`config.mk`:
```
export PLATFORM = sky130hd
export DESIGN_NAME = decode_issue_queue
export DESIGN_NICKNAME = d
export VERILOG_FILES = /design/src/rtl/decode_issue_queue.sv
export SDC_FILE = /design/constraint.sdc
export NUM_CORES = 1
export LEC_CHECK = 0
export ABC_AREA = 1
export CORE_ASPECT_RATIO = 1.5
export CORE_MARGIN = 3
export CORE_UTILIZATION = 57
export CTS_CLUSTER_SIZE = 40
export DETAILED_ROUTE_END_ITERATION = 6
export HOLD_SLACK_MARGIN = 0.08
export PLACE_DENSITY = 0.85
export SYNTH_ARGS = -nofsm -noshare
export SYNTH_HDL_FRONTEND = slang
export SYNTH_SLANG_ARGS = --single-unit
```
`constraint.sdc`:
```
create_clock -name clk -period 19.54 [get_ports clk]
set_input_delay 3.908 -clock clk [delete_from_list [all_inputs] [get_ports clk]]
set_output_delay 3.908 -clock clk [all_outputs]
set_load 0.01 [all_outputs]
```
`src/rtl/decode_issue_queue.sv`:
```
// Decode-to-execute issue queue: a small circular buffer of decoded bundles
// with a registered head output, flush squash and synchronous reset.
module decode_issue_queue #(
    parameter int                    DATA_WIDTH  = 64,
    parameter int                    DEPTH       = 2,
    parameter logic [DATA_WIDTH-1:0] NOP_PAYLOAD = '0
) (
    input  logic                         clk,
    input  logic                         reset,
    input  logic                         in_valid,
    output logic                         in_ready,
    input  logic [DATA_WIDTH-1:0]        in_data,
    output logic                         out_valid,
    input  logic                         out_ready,
    output logic [DATA_WIDTH-1:0]        out_data,
    input  logic                         flush,
    output logic [$clog2(DEPTH+1)-1:0]   count
);

    localparam int PTR_W = $clog2(DEPTH);
    localparam int CNT_W = $clog2(DEPTH + 1);
    localparam logic [CNT_W-1:0] FULL_COUNT = CNT_W'(DEPTH);
    localparam logic [CNT_W-1:0] ONE_COUNT  = CNT_W'(1);
    localparam logic [PTR_W-1:0] PTR_ONE    = PTR_W'(1);

    logic [DATA_WIDTH-1:0] mem_reg [DEPTH];

    logic [PTR_W-1:0]      rd_ptr_reg, rd_ptr_next;
    logic [PTR_W-1:0]      wr_ptr_reg, wr_ptr_next;
    logic [CNT_W-1:0]      count_reg, count_next;
    logic [DATA_WIDTH-1:0] head_reg, head_next;

    logic push;
    logic pop;

    // Handshake outputs depend only on registered state.
    assign in_ready  = (count_reg < FULL_COUNT);
    assign out_valid = (count_reg != '0);
    assign out_data  = head_reg;
    assign count     = count_reg;

    assign push = in_valid && in_ready  && !flush;
    assign pop  = out_valid && out_ready && !flush;

    always_comb begin
        rd_ptr_next = rd_ptr_reg;
        wr_ptr_next = wr_ptr_reg;
        count_next  = count_reg;
        head_next   = head_reg;

        if (flush) begin
            rd_ptr_next = '0;
            wr_ptr_next = '0;
            count_next  = '0;
            head_next   = NOP_PAYLOAD;
        end else begin
            if (push) begin
                wr_ptr_next = wr_ptr_reg + PTR_ONE;
            end
            if (pop) begin
                rd_ptr_next = rd_ptr_reg + PTR_ONE;
            end

            case ({push, pop})
                2'b10:   count_next = count_reg + ONE_COUNT;
                2'b01:   count_next = count_reg - ONE_COUNT;
                default: count_next = count_reg;
            endcase

            // The next head is the incoming bundle when nothing older remains,
            // otherwise the stored entry at the advanced read pointer.
            if (count_next == '0) begin
                head_next = NOP_PAYLOAD;
            end else if ((count_reg == '0) || (pop && (count_reg == ONE_COUNT))) begin
                head_next = in_data;
            end else begin
                head_next = mem_reg[rd_ptr_next];
            end
        end
    end

    always_ff @(posedge clk) begin
        if (reset) begin
            rd_ptr_reg <= '0;
            wr_ptr_reg <= '0;
            count_reg  <= '0;
            head_reg   <= NOP_PAYLOAD;
        end else begin
            rd_ptr_reg <= rd_ptr_next;
            wr_ptr_reg <= wr_ptr_next;
            count_reg  <= count_next;
            head_reg   <= head_next;
        end
    end

    // Entry storage carries no reset; validity is tracked by count and pointers.
    always_ff @(posedge clk) begin
        if (push && !reset) begin
            mem_reg[wr_ptr_reg] <= in_data;
        end
    end

endmodule

```
==> results of run 1 <==
[tightest hold or removal path, delay by kind of cell (launching register included)]
family | cells | cell delay (ns)
compound gates | 1 | 0.07
buf+inv | 1 | 0.10
flops | 1 | 0.32
[cell type report]
cell class | count | share of cell area [%]
clock buffer | 20 | 4.57
clock inverter | 12 | 1.37
inverter | 81 | 3.15
multi-input combinational | 413 | 21.1
sequential | 196 | 53.3
tap | 162 | 2.07
timing repair buffer | 143 | 14.5
[how the worst max path moves through the flow]
stage / endpoint / cells past startpoint / slack [ns]
after floorplan: mem_reg[0][0]$_DFFE_PP_ / 3 / 10.46
final: out_data[62]$_SDFF_PP0_ / 10 / 13.26
after global placement: out_data[59]$_SDFF_PP0_ / 10 / 12.92
after CTS: out_data[62]$_SDFF_PP0_ / 10 / 13.33
after global routing: out_data[62]$_SDFF_PP0_ / 10 / 13.06
after detailed placement: out_data[25]$_SDFF_PP0_ / 10 / 12.86
[cell usage in the layout (no fill, tap or decap), drive strengths merged]
cell type | netlist | routed
bufinv | 0 | 2
clkbuf | 2 | 20
o21ai | 1 | 1
buf | 47 | 7
nand3 | 132 | 132
dfxtp | 68 | 68
nand2 | 140 | 140
a21oi | 65 | 65
inv | 80 | 81
clkinvlp | 0 | 2
clkinv | 1 | 8
edfxtp | 128 | 128
clkdlybuf4s50 | 0 | 136
nand4 | 1 | 1
nor3 | 2 | 2
ha | 4 | 4
nor2 | 68 | 68
[metal layers]
layer  part of all wire (%)  up-vias  wire length [um]  track usage, %
met2                     53      196              8710            38.1
met1                     39     2648              6460            26.6
met3                    6.1       25              1010            5.52
met5                      0        -                 0               0
met4                    2.1        0               355            9.00
li1                       -     2670                 -               -
[kinds of logic after synthesis]
| family | Yosys count |
|---|---|
| and+or+nand+nor | 343 |
| DFF | 196 |
| buffers and inverters | 130 |
| AOI/OAI and AO/OA | 66 |
| adders and majority gates | 4 |
[stage by stage]
| step | setup slack, ns | power, uW | instance area, um2 |
|---|---|---|---|
| 3_5_place_dp | 12.86 | 525 | 9190 |
| 3_3_place_gp | 12.92 | 523 | 9190 |
| 6_report | 13.26 | 853 | 9770 |
| 4_1_cts | 13.33 | 858 | 9770 |
| 2_1_floorplan | 10.46 | 494 | 7930 |
| 5_1_grt | 13.06 | 881 | 9770 |
[power by group through the flow]
stage               sequential (uW)  combinational [uW]  clock (uW)
detailed placement              462                62.4           0
global placement                462                60.8           0
floorplan                       465                29.7           0
finish                          453                62.7         337
global route                    454                68.4         359
CTS                             453                62.8         342
==> metrics.txt, run 1 <==
# TYPE chip_impl_metric gauge
chip_impl_metric{name="synthCells",unit=""} 739
chip_impl_info{name="path_delay_family",value="buffers and inverters"} 1
chip_impl_metric{name="cts_inserted_buffers",unit=""} 17
chip_impl_metric{name="cts-htree-levels",unit=""} 4
chip_impl_metric{name="max_freq",unit="GHz"} 0.159
chip_impl_metric{name="yosysSeqAreaShare",unit="%"} 65.7
chip_impl_info{name="synth_most_common_cell",value="nand2_1"} 1
chip_impl_metric{name="max-vdd-ir-drop",unit="uV"} 72.3
chip_impl_metric{name="worstPathBufferInverterCount",unit=""} 4
chip_impl_metric{name="numPlacedInstances",unit=""} 995
chip_impl_metric{name="worst_r2r_path_depth",unit=""} 12
chip_impl_metric{name="drc",unit=""} 0
chip_impl_metric{name="post_cts.resized_instances",unit=""} 0
chip_impl_metric{name="yosys_register_bits",unit=""} 196
chip_impl_metric{name="wire_length_per_cell_after_detailed_routing",unit="um"} 16.1
chip_impl_metric{name="nNetsFinal",unit=""} 925
chip_impl_metric{name="grt_util_all_layers",unit="%"} 22.3
chip_impl_info{name="combinational_family_with_the_most_area_after_synthesis",value="simple AND/OR/NAND/NOR gates"} 1
chip_impl_metric{name="fillers",unit=""} 936
chip_impl_metric{name="max-cap-violations",unit=""} 0
chip_impl_info{name="critPathKind",value="input pin to flip-flop"} 1
chip_impl_metric{name="setup_skew",unit="ns"} 0.0117
chip_impl_metric{name="pin_count",unit=""} 137
chip_impl_metric{name="yosys-mux-area-fraction",unit="%"} 0
chip_impl_metric{name="finalWorstPathRequiredPeriod",unit="ns"} 6.28
chip_impl_info{name="holdPathEnd",value="wr_ptr_reg$_SDFFE_PP0P_"} 1
chip_impl_metric{name="finish.utilization",unit="%"} 72.2
chip_impl_metric{name="leakagePower",unit="uW"} 0.00389
chip_impl_metric{name="final_antenna_net_count",unit=""} 0
chip_impl_metric{name="std_cell_rows",unit=""} 52
chip_impl_metric{name="grt_pass1_vias",unit=""} 5390
chip_impl_metric{name="totalNegativeSetupSlack",unit="ns"} 0
chip_impl_info{name="critPathLaunchType",value="input pin"} 1
chip_impl_metric{name="async_reset_ff_share",unit="%"} 0
chip_impl_metric{name="areaGrowthSynthToFinish",unit="%"} 23.3
chip_impl_metric{name="intPower",unit="uW"} 672
chip_impl_metric{name="largest_register_ff_count",unit=""} 128
chip_impl_metric{name="antenna_cells",unit=""} 0
chip_impl_metric{name="worst_skew_pair.late_latency",unit="ns"} 0.42
chip_impl_metric{name="max_stage_delay",unit="ns"} 0.60
chip_impl_metric{name="final_layout_size_suffix_gt1_share",unit="%"} 11.2
chip_impl_metric{name="synth-edff-count",unit=""} 128
chip_impl_metric{name="chipWidth",unit="um"} 102
chip_impl_metric{name="synth-xor-area-share",unit="%"} 0
chip_impl_info{name="regToRegEndpoint",value="out_data[62]$_SDFF_PP0_"} 1
chip_impl_metric{name="cp.arrival",unit="ns"} 6.59
chip_impl_metric{name="synthesis.area",unit="um2"} 7930
chip_impl_metric{name="worst_hold_slack",unit="ns"} 0.526
chip_impl_metric{name="initial_core_util",unit="%"} 58.6
chip_impl_metric{name="cts.sinks",unit=""} 196
chip_impl_metric{name="timing.slew.headroom",unit="%"} 21.3
chip_impl_info{name="run_status",value="finished clean"} 1
chip_impl_info{name="crit_chain",value="clkdlybuf4s50_1 -> nand3_2 -> nand2_2 -> buf_4 -> nand2_2 -> buf_4 -> nand2_1 -> nand3_1 -> nand2_1 -> inv_1"} 1
chip_impl_metric{name="synthesized_net_count",unit=""} 812
chip_impl_metric{name="pwr-share-comb",unit="%"} 7.4
chip_impl_metric{name="rrSetupSlack",unit="ns"} 16.51
chip_impl_metric{name="timing_hold_violations_final",unit=""} 0
chip_impl_info{name="yosys-top-cells-area",value="edfxtp_1, dfxtp_1, nand3_1"} 1
chip_impl_metric{name="io_buffers",unit=""} 136
chip_impl_metric{name="synth-adder-area-share",unit="%"} 0.632
chip_impl_metric{name="hold_buffers",unit=""} 0
chip_impl_info{name="synth-main-ff-cell",value="edfxtp_1"} 1
chip_impl_metric{name="min_delay_path_depth",unit=""} 2
chip_impl_metric{name="cts_setup_buffers",unit=""} 0
chip_impl_metric{name="hpwl",unit="um"} 9660
chip_impl_metric{name="post_route_clock_period_utilization",unit="%"} 32.1
chip_impl_metric{name="layoutNonFillerInstCount",unit=""} 1027
chip_impl_metric{name="die_h",unit="um"} 150
chip_impl_metric{name="finalWirelength",unit="um"} 16500
chip_impl_info{name="timing.critical_path.slowest_stage_cell",value="nand2_2"} 1
chip_impl_metric{name="multi_input_area",unit="um2"} 2060
chip_impl_metric{name="distinct_cell_type_count_of_the_synthesized_netlist",unit=""} 20
chip_impl_metric{name="synth_largest_type_area_fraction",unit="%"} 48.5
chip_impl_metric{name="final-seq-area",unit="um2"} 5200
chip_impl_info{name="cts_root_buffer",value="clkbuf_16"} 1
chip_impl_metric{name="max_slew.worst_pin.slew",unit="ns"} 1.18
chip_impl_info{name="worstSetupEndpointType",value="flip-flop"} 1
chip_impl_metric{name="global_route.overflow_total",unit=""} 0
chip_impl_info{name="rsz0062_at_grt",value="no"} 1
chip_impl_metric{name="power_density",unit="nW/um2"} 87.3
chip_impl_metric{name="setup-violations-final",unit=""} 0
chip_impl_info{name="hold_path_startpoint",value="wr_ptr_reg$_SDFFE_PP0P_"} 1
chip_impl_metric{name="route.vias.total",unit=""} 5539
chip_impl_metric{name="iteration_0_drc_markers",unit=""} 382
chip_impl_metric{name="design.die.area",unit="um2"} 15400
chip_impl_metric{name="yosys.area_share.simple",unit="%"} 18.6
chip_impl_info{name="critical_path.reg2reg.startpoint",value="count[0]$_SDFF_PP0_"} 1
chip_impl_metric{name="synth-compound-area-share",unit="%"} 6.49
chip_impl_metric{name="drt-pass1-iter-count",unit=""} 5
chip_impl_metric{name="grt_antenna_before_repair",unit=""} 0
chip_impl_metric{name="largest_net_degree_at_the_start_of_global_routing",unit=""} 69
chip_impl_metric{name="globalplace.congestion",unit=""} 0.778
chip_impl_info{name="post_synth_most_frequent_cells",value="nand2_1, nand3_1, edfxtp_1, inv_1"} 1
chip_impl_info{name="timing.hold.worst.class",value="flip-flop to flip-flop"} 1
chip_impl_metric{name="power.switching_fraction",unit="%"} 21.2
chip_impl_info{name="synth_top_area_cell",value="edfxtp_1"} 1
chip_impl_info{name="startpoint",value="out_ready"} 1
chip_impl_metric{name="netSwitchingPower",unit="uW"} 180
chip_impl_metric{name="cts.path.max_buffers",unit=""} 2
chip_impl_metric{name="cp_max_fo",unit=""} 65
chip_impl_metric{name="core",unit="um2"} 13500
chip_impl_metric{name="clk_pin_slew_worst_paths",unit="ns"} 0.06
chip_impl_metric{name="report.final.slew_viol_count",unit=""} 0
chip_impl_metric{name="part_of_the_total_power_dissipated_in_the_clock_network",unit="%"} 39.5
chip_impl_metric{name="ys_warn_count",unit=""} 0
chip_impl_info{name="clock_tree_from_tritoncts",value="yes"} 1
chip_impl_metric{name="syn-mean-instance-area",unit="um2"} 10.7
chip_impl_metric{name="grt_first_pass_wirelength",unit="um"} 26200
chip_impl_metric{name="pwr-share-seq",unit="%"} 53.1
chip_impl_metric{name="vias_per_cell",unit=""} 5.39
chip_impl_metric{name="timing.critical_path.required",unit="ns"} 19.85
(Power assumes the default switching activity.)
==> inputs of run 2 (changes only) <==
Settings changed: CORE_UTILIZATION 57 to 53, PLACE_DENSITY 0.85 to 0.8.
Clock period 19.54 ns to 5.8 ns, I/O delays scaled along.
==> metrics.txt, run 2 (synthesis gave the netlist of run 1 again) <==
# TYPE chip_impl_metric gauge
chip_impl_metric{name="setup-violations-final",unit=""} 0
chip_impl_info{name="timing.critical_path.slowest_stage_cell",value="nand2_4"} 1
chip_impl_metric{name="grt_antenna_before_repair",unit=""} 1
chip_impl_metric{name="timing_hold_violations_final",unit=""} 0
chip_impl_metric{name="timing.slew.headroom",unit="%"} 24.5
chip_impl_metric{name="cp_max_fo",unit=""} 65
chip_impl_metric{name="post_cts.resized_instances",unit=""} 0
chip_impl_metric{name="grt_pass1_vias",unit=""} 5417
chip_impl_metric{name="intPower",unit="uW"} 2260
chip_impl_info{name="layout.cells.most_common",value="clkdlybuf4s50_1"} 1
chip_impl_info{name="cts_root_buffer",value="clkbuf_16"} 1
chip_impl_metric{name="drc",unit=""} 0
chip_impl_info{name="mostFrequentLayoutCells",value="clkdlybuf4s50_1, nand2_1, nand3_1, edfxtp_1, inv_1"} 1
chip_impl_metric{name="iteration_0_drc_markers",unit=""} 390
chip_impl_metric{name="leakagePower",unit="uW"} 0.00388
chip_impl_metric{name="max-cap-violations",unit=""} 0
chip_impl_metric{name="finalWirelength",unit="um"} 16700
chip_impl_metric{name="largest_register_ff_count",unit=""} 128
chip_impl_metric{name="hold_buffers",unit=""} 0
chip_impl_metric{name="max_freq",unit="GHz"} 0.295
chip_impl_metric{name="timing.critical_path.required",unit="ns"} 6.11
chip_impl_metric{name="design_area",unit="um2"} 9810
chip_impl_metric{name="global_route.overflow_total",unit=""} 0
chip_impl_metric{name="power.switching_fraction",unit="%"} 21.8
chip_impl_metric{name="report.final.slew_viol_count",unit=""} 0
chip_impl_metric{name="worst_hold_slack",unit="ns"} 0.520
chip_impl_info{name="critPathKind",value="input pin to flip-flop"} 1
chip_impl_metric{name="setup_skew",unit="ns"} 0.00870
chip_impl_metric{name="finish.utilization",unit="%"} 67.2
chip_impl_metric{name="nNetsFinal",unit=""} 924
chip_impl_metric{name="die_h",unit="um"} 156
chip_impl_metric{name="finalWorstPathRequiredPeriod",unit="ns"} 3.39
chip_impl_metric{name="clk_pin_slew_worst_paths",unit="ns"} 0.07
chip_impl_metric{name="route.vias.total",unit=""} 5485
chip_impl_metric{name="max_slew.worst_pin.slew",unit="ns"} 1.13
chip_impl_metric{name="grt_util_all_layers",unit="%"} 20.4
chip_impl_metric{name="cts_inserted_buffers",unit=""} 17
chip_impl_metric{name="vias_per_cell",unit=""} 5.17
chip_impl_metric{name="cts.path.max_buffers",unit=""} 2
chip_impl_metric{name="core",unit="um2"} 14600
chip_impl_metric{name="largest_net_degree_at_the_start_of_global_routing",unit=""} 88
chip_impl_metric{name="fillers",unit=""} 1133
chip_impl_info{name="timing.hold.worst.class",value="flip-flop to flip-flop"} 1
chip_impl_metric{name="pwr-share-comb",unit="%"} 7.2
chip_impl_info{name="clock_tree_from_tritoncts",value="yes"} 1
chip_impl_info{name="rsz0062_at_grt",value="no"} 1
chip_impl_metric{name="max_stage_delay",unit="ns"} 0.82
chip_impl_metric{name="final_layout_size_suffix_gt1_share",unit="%"} 11.0
chip_impl_metric{name="globalplace.congestion",unit=""} 0.769
chip_impl_metric{name="wire_length_per_cell_after_detailed_routing",unit="um"} 15.7
chip_impl_metric{name="cts-htree-levels",unit=""} 4
chip_impl_metric{name="std_cell_rows",unit=""} 54
chip_impl_metric{name="post_route_clock_period_utilization",unit="%"} 58.4
chip_impl_metric{name="design.die.area",unit="um2"} 16500
chip_impl_metric{name="layoutNonFillerInstCount",unit=""} 1061
chip_impl_metric{name="areaGrowthSynthToFinish",unit="%"} 23.8
chip_impl_info{name="worstSetupEndpointType",value="flip-flop"} 1
chip_impl_metric{name="io_buffers",unit=""} 136
chip_impl_metric{name="totalNegativeSetupSlack",unit="ns"} 0
chip_impl_metric{name="cts_setup_buffers",unit=""} 0
chip_impl_metric{name="grt_first_pass_wirelength",unit="um"} 26700
chip_impl_metric{name="chipWidth",unit="um"} 106
chip_impl_metric{name="final_antenna_net_count",unit=""} 0
chip_impl_metric{name="pin_count",unit=""} 137
chip_impl_metric{name="max-vdd-ir-drop",unit="uV"} 194
chip_impl_metric{name="numPlacedInstances",unit=""} 1028
chip_impl_metric{name="place_area",unit="um2"} 9220
chip_impl_metric{name="cts.sinks",unit=""} 196
chip_impl_info{name="critPathLaunchType",value="input pin"} 1
chip_impl_metric{name="drt-pass1-iter-count",unit=""} 5
chip_impl_metric{name="power_density",unit="nW/um2"} 294
chip_impl_metric{name="netSwitchingPower",unit="uW"} 628
chip_impl_metric{name="hpwl",unit="um"} 9380
chip_impl_metric{name="worst_skew_pair.late_latency",unit="ns"} 0.41
chip_impl_info{name="run_status",value="finished clean"} 1
chip_impl_metric{name="initial_core_util",unit="%"} 54.3
chip_impl_metric{name="pwr-share-seq",unit="%"} 52.9
chip_impl_metric{name="cp.arrival",unit="ns"} 3.70
chip_impl_metric{name="part_of_the_total_power_dissipated_in_the_clock_network",unit="%"} 39.9
chip_impl_info{name="crit_chain",value="clkdlybuf4s50_1 -> clkinv_2 -> nand3_1 -> ha_1 -> inv_1 -> nand3_1 -> nand2_4 -> a21oi_1 -> nand2_1 -> inv_1"} 1
==> run 2: cell count changes in the layout (fill, tap and decap cells not counted) <==
| cell | previous run | this run |
|---|---|---|
| clkinv_1 | 0 | 2 |
| clkinv_2 | 4 | 2 |
| clkinv_4 | 4 | 2 |
| inv_8 | 0 | 2 |
| buf_4 | 7 | 6 |
| clkbuf_1 | 2 | 1 |
| clkbuf_8 | 1 | 0 |
| clkinvlp_4 | 2 | 3 |
| diode_2 | 0 | 1 |
| inv_6 | 1 | 2 |
==> run 2: worst max-delay path, delay by kind of cell <==
kind | cells | cell delay, ns
buf+inv | 4 | 0.71
compound gates | 1 | 0.16
simple gates | 4 | 1.30
fa+ha+maj | 1 | 0.30
==> run 2: per-layer routing <==
| metal | global-route usage (%) | part of all wire (%) |
|---|---|---|
| met5 | 0 | 0 |
| met4 | 7.96 | 1.7 |
| met3 | 3.60 | 5.7 |
| met2 | 36.2 | 53 |
| met1 | 24.6 | 40 |
==> run 2: path summary, 6_finish.rpt <==
kind	from	end	slack, ns	cells past startpoint
max reg2reg	count[0]$_SDFF_PP0_	out_data[15]$_SDFF_PP0_	3.07	12
min	mem_reg[0][30]$_DFFE_PP_	out_data[30]$_SDFF_PP0_	0.52	4
min reg2reg	mem_reg[0][30]$_DFFE_PP_	out_data[30]$_SDFF_PP0_	0.52	4
max	flush	out_data[15]$_SDFF_PP0_	2.41	10
==> run 2: power by group through the flow <==
stage | clock network [uW] | logic [uW] | registers (uW)
detailed placement | 0 | 209 | 1560
global route | 1230 | 230 | 1530
CTS | 1170 | 211 | 1530
finish | 1150 | 209 | 1530
global placement | 0 | 206 | 1560
floorplan | 0 | 99.9 | 1570
==> run 2: final cells by class <==
class | count | area (um2) | area share (%)
flip-flops and latches | 196 | 5200 | 53.1
multi-input cells | 413 | 2060 | 21.0
repair buffers | 142 | 1410 | 14.3
clock buffers | 18 | 429 | 4.38
inverters | 81 | 308 | 3.14
well taps | 196 | 245 | 2.50
clock inverters | 14 | 153 | 1.56
diodes | 1 | 2.50 | 0.0255
==> run 2: per-stage QoR <==
stage	worst slack [ns]	power (uW)
floorplan	-0.529	1670
global placement	2.10	1760
detailed placement	2.02	1770
CTS	2.46	2910
global route	2.21	2990
finish	2.41	2890
==> inputs of run 3 (changes only) <==
Settings changed: CORE_UTILIZATION 53 to 48, PLACE_DENSITY 0.8 to 0.76.
Clock period 5.8 ns to 2.94 ns, I/O delays scaled along.
==> metrics.txt, run 3 (synthesis gave the netlist of run 1 again) <==
# TYPE chip_impl_metric gauge
chip_impl_info{name="critPathLaunchType",value="flip-flop"} 1
chip_impl_metric{name="cp.arrival",unit="ns"} 1.72
chip_impl_metric{name="drt-pass1-iter-count",unit=""} 6
chip_impl_metric{name="max_freq",unit="GHz"} 0.434
chip_impl_metric{name="worstPathBufferInverterCount",unit=""} 3
chip_impl_metric{name="grt_first_pass_wirelength",unit="um"} 27900
chip_impl_metric{name="largest_net_degree_at_the_start_of_global_routing",unit=""} 77
chip_impl_metric{name="die_h",unit="um"} 163
chip_impl_info{name="path_delay_family",value="buffers and inverters"} 1
chip_impl_info{name="timing.hold.worst.class",value="flip-flop to flip-flop"} 1
chip_impl_metric{name="place_area",unit="um2"} 9420
chip_impl_metric{name="cts.sinks",unit=""} 196
chip_impl_metric{name="design_area",unit="um2"} 10000
chip_impl_metric{name="grt_use_met3",unit="%"} 3.67
chip_impl_info{name="clock_tree_from_tritoncts",value="yes"} 1
chip_impl_metric{name="final_antenna_net_count",unit=""} 0
chip_impl_info{name="hold_path_startpoint",value="mem_reg[0][9]$_DFFE_PP_"} 1
chip_impl_metric{name="grt_pass1_vias",unit=""} 5518
chip_impl_metric{name="max-vdd-ir-drop",unit="uV"} 421
chip_impl_info{name="run_status",value="finished clean"} 1
chip_impl_info{name="critPathKind",value="flip-flop to output port"} 1
chip_impl_metric{name="power_density",unit="nW/um2"} 571
chip_impl_metric{name="use_met1",unit="%"} 23.5
chip_impl_metric{name="design.die.area",unit="um2"} 18100
chip_impl_metric{name="route.vias.total",unit=""} 5525
chip_impl_metric{name="io_buffers",unit=""} 136
chip_impl_metric{name="max_slew.worst_pin.slew",unit="ns"} 0.556
chip_impl_metric{name="largest_register_ff_count",unit=""} 128
chip_impl_metric{name="setup-violations-final",unit=""} 0
chip_impl_metric{name="post_route_clock_period_utilization",unit="%"} 78.3
chip_impl_metric{name="max_stage_delay",unit="ns"} 0.54
chip_impl_metric{name="areaGrowthSynthToFinish",unit="%"} 26.3
chip_impl_metric{name="vias_per_cell",unit=""} 5.12
chip_impl_info{name="startpoint",value="count[0]$_SDFF_PP0_"} 1
chip_impl_metric{name="grt_util_all_layers",unit="%"} 19.3
chip_impl_metric{name="min_delay_path_depth",unit=""} 4
chip_impl_metric{name="timing.slew.headroom",unit="%"} 62.9
chip_impl_metric{name="leakagePower",unit="uW"} 0.00398
chip_impl_metric{name="nNetsFinal",unit=""} 936
chip_impl_metric{name="final_critical_path_setup_slack",unit="ns"} 0.637
chip_impl_metric{name="core",unit="um2"} 15900
chip_impl_metric{name="std_cell_rows",unit=""} 56
chip_impl_metric{name="timing_hold_violations_final",unit=""} 0
chip_impl_metric{name="antenna_cells",unit=""} 0
chip_impl_metric{name="finalWorstPathRequiredPeriod",unit="ns"} 2.30
chip_impl_metric{name="initial_core_util",unit="%"} 49.8
chip_impl_metric{name="wire_length_per_cell_after_detailed_routing",unit="um"} 15.9
chip_impl_metric{name="post_cts.resized_instances",unit=""} 0
chip_impl_metric{name="global_route.overflow_total",unit=""} 0
chip_impl_info{name="layout.cells.most_common",value="clkdlybuf4s50_1"} 1
chip_impl_info{name="cts_root_buffer",value="clkbuf_16"} 1
chip_impl_info{name="rsz0062_at_grt",value="no"} 1
chip_impl_metric{name="setup_skew",unit="ns"} 0.0129
chip_impl_info{name="critical_path.reg2reg.startpoint",value="count[0]$_SDFF_PP0_"} 1
chip_impl_metric{name="pin_count",unit=""} 137
chip_impl_metric{name="cts_inserted_buffers",unit=""} 17
chip_impl_info{name="crit_chain",value="inv_1 -> ha_1 -> inv_2 -> clkdlybuf4s50_1"} 1
chip_impl_metric{name="totalNegativeSetupSlack",unit="ns"} 0
chip_impl_metric{name="rrSetupSlack",unit="ns"} 0.72
chip_impl_metric{name="worst_skew_pair.late_latency",unit="ns"} 0.42
chip_impl_metric{name="worst_hold_slack",unit="ns"} 0.520
chip_impl_metric{name="chipWidth",unit="um"} 111
chip_impl_info{name="regToRegEndpoint",value="out_data[3]$_SDFF_PP0_"} 1
chip_impl_metric{name="cts.path.max_buffers",unit=""} 2
chip_impl_metric{name="report.final.slew_viol_count",unit=""} 0
chip_impl_metric{name="grt_antenna_before_repair",unit=""} 1
chip_impl_metric{name="hold_buffers",unit=""} 0
chip_impl_metric{name="finalWirelength",unit="um"} 17200
chip_impl_metric{name="final_layout_size_suffix_gt1_share",unit="%"} 12.4
chip_impl_metric{name="iteration_0_drc_markers",unit=""} 286
chip_impl_metric{name="max-cap-violations",unit=""} 0
chip_impl_metric{name="clk_pin_slew_worst_paths",unit="ns"} 0.07
chip_impl_metric{name="cts_setup_buffers",unit=""} 0
chip_impl_metric{name="worst_r2r_path_depth",unit=""} 14
chip_impl_metric{name="globalplace.congestion",unit=""} 0.768
chip_impl_info{name="holdPathEnd",value="out_data[9]$_SDFF_PP0_"} 1
chip_impl_info{name="timing.critical_path.slowest_stage_cell",value="clkdlybuf4s50_1"} 1
chip_impl_metric{name="pre_cts_ws",unit="ns"} 0.249
chip_impl_info{name="globalRoute.busiestLayer",value="met2"} 1
chip_impl_info{name="worstSetupEndpointType",value="output port"} 1
chip_impl_metric{name="total_power",unit="uW"} 5720
chip_impl_metric{name="cts-htree-levels",unit=""} 4
chip_impl_metric{name="drc",unit=""} 0
chip_impl_metric{name="timing.critical_path.required",unit="ns"} 2.35
chip_impl_metric{name="hpwl",unit="um"} 10400
chip_impl_info{name="mostFrequentLayoutCells",value="clkdlybuf4s50_1, nand2_1, nand3_1, edfxtp_1, inv_1"} 1
chip_impl_metric{name="cp_max_fo",unit=""} 5
chip_impl_metric{name="grt_util_met2",unit="%"} 33.9
[run 3: metrics by stage]
stage	cells	util [%]
global route	1079	62.9
floorplan	739	-
finish	1079	62.9
detailed placement	1047	59.2
CTS	1079	62.9
global placement	1047	59.2
[run 3: how the worst max path moves through the flow]
stage | end | slack, ns | cells after the start
floorplan | mem_reg[1][0]$_DFFE_PP_ | -0.87 | 3
global placement | out_data[42]$_SDFF_PP0_ | 0.33 | 13
detailed placement | out_data[42]$_SDFF_PP0_ | 0.25 | 13
CTS | out_valid | 0.61 | 4
global route | out_data[4]$_SDFF_PP0_ | 0.51 | 14
finish | out_valid | 0.64 | 4
[run 3: area by class of cell]
cell class	instances	area, um2
clock inverters	13	145
repair buffers	154	1580
clock buffers	19	443
fillers	1266	5890
well taps	203	254
flip-flops and latches	196	5200
inverters	81	308
multi-input cells	413	2070
[run 3: routing by layer]
| metal | share of wire, % | vias to the layer above |
|---|---|---|
| met5 | 0.076 | - |
| met4 | 1.6 | 2 |
| met3 | 4.6 | 26 |
| met2 | 53 | 159 |
| met1 | 41 | 2638 |
| li1 | - | 2700 |
[run 3: tightest hold or removal path, cell delays in order, from the launching register on]
cell and delay, ns:
edfxtp_1 0.32, nand2_1 0.05, nand3_1 0.06, nand2_1 0.04
inv_1 0.04
[run 3: where the power goes]
group / internal, uW / switching [uW]
clock: 1230 / 1050
sequential: 2990 / 17.5
combinational: 207 / 224
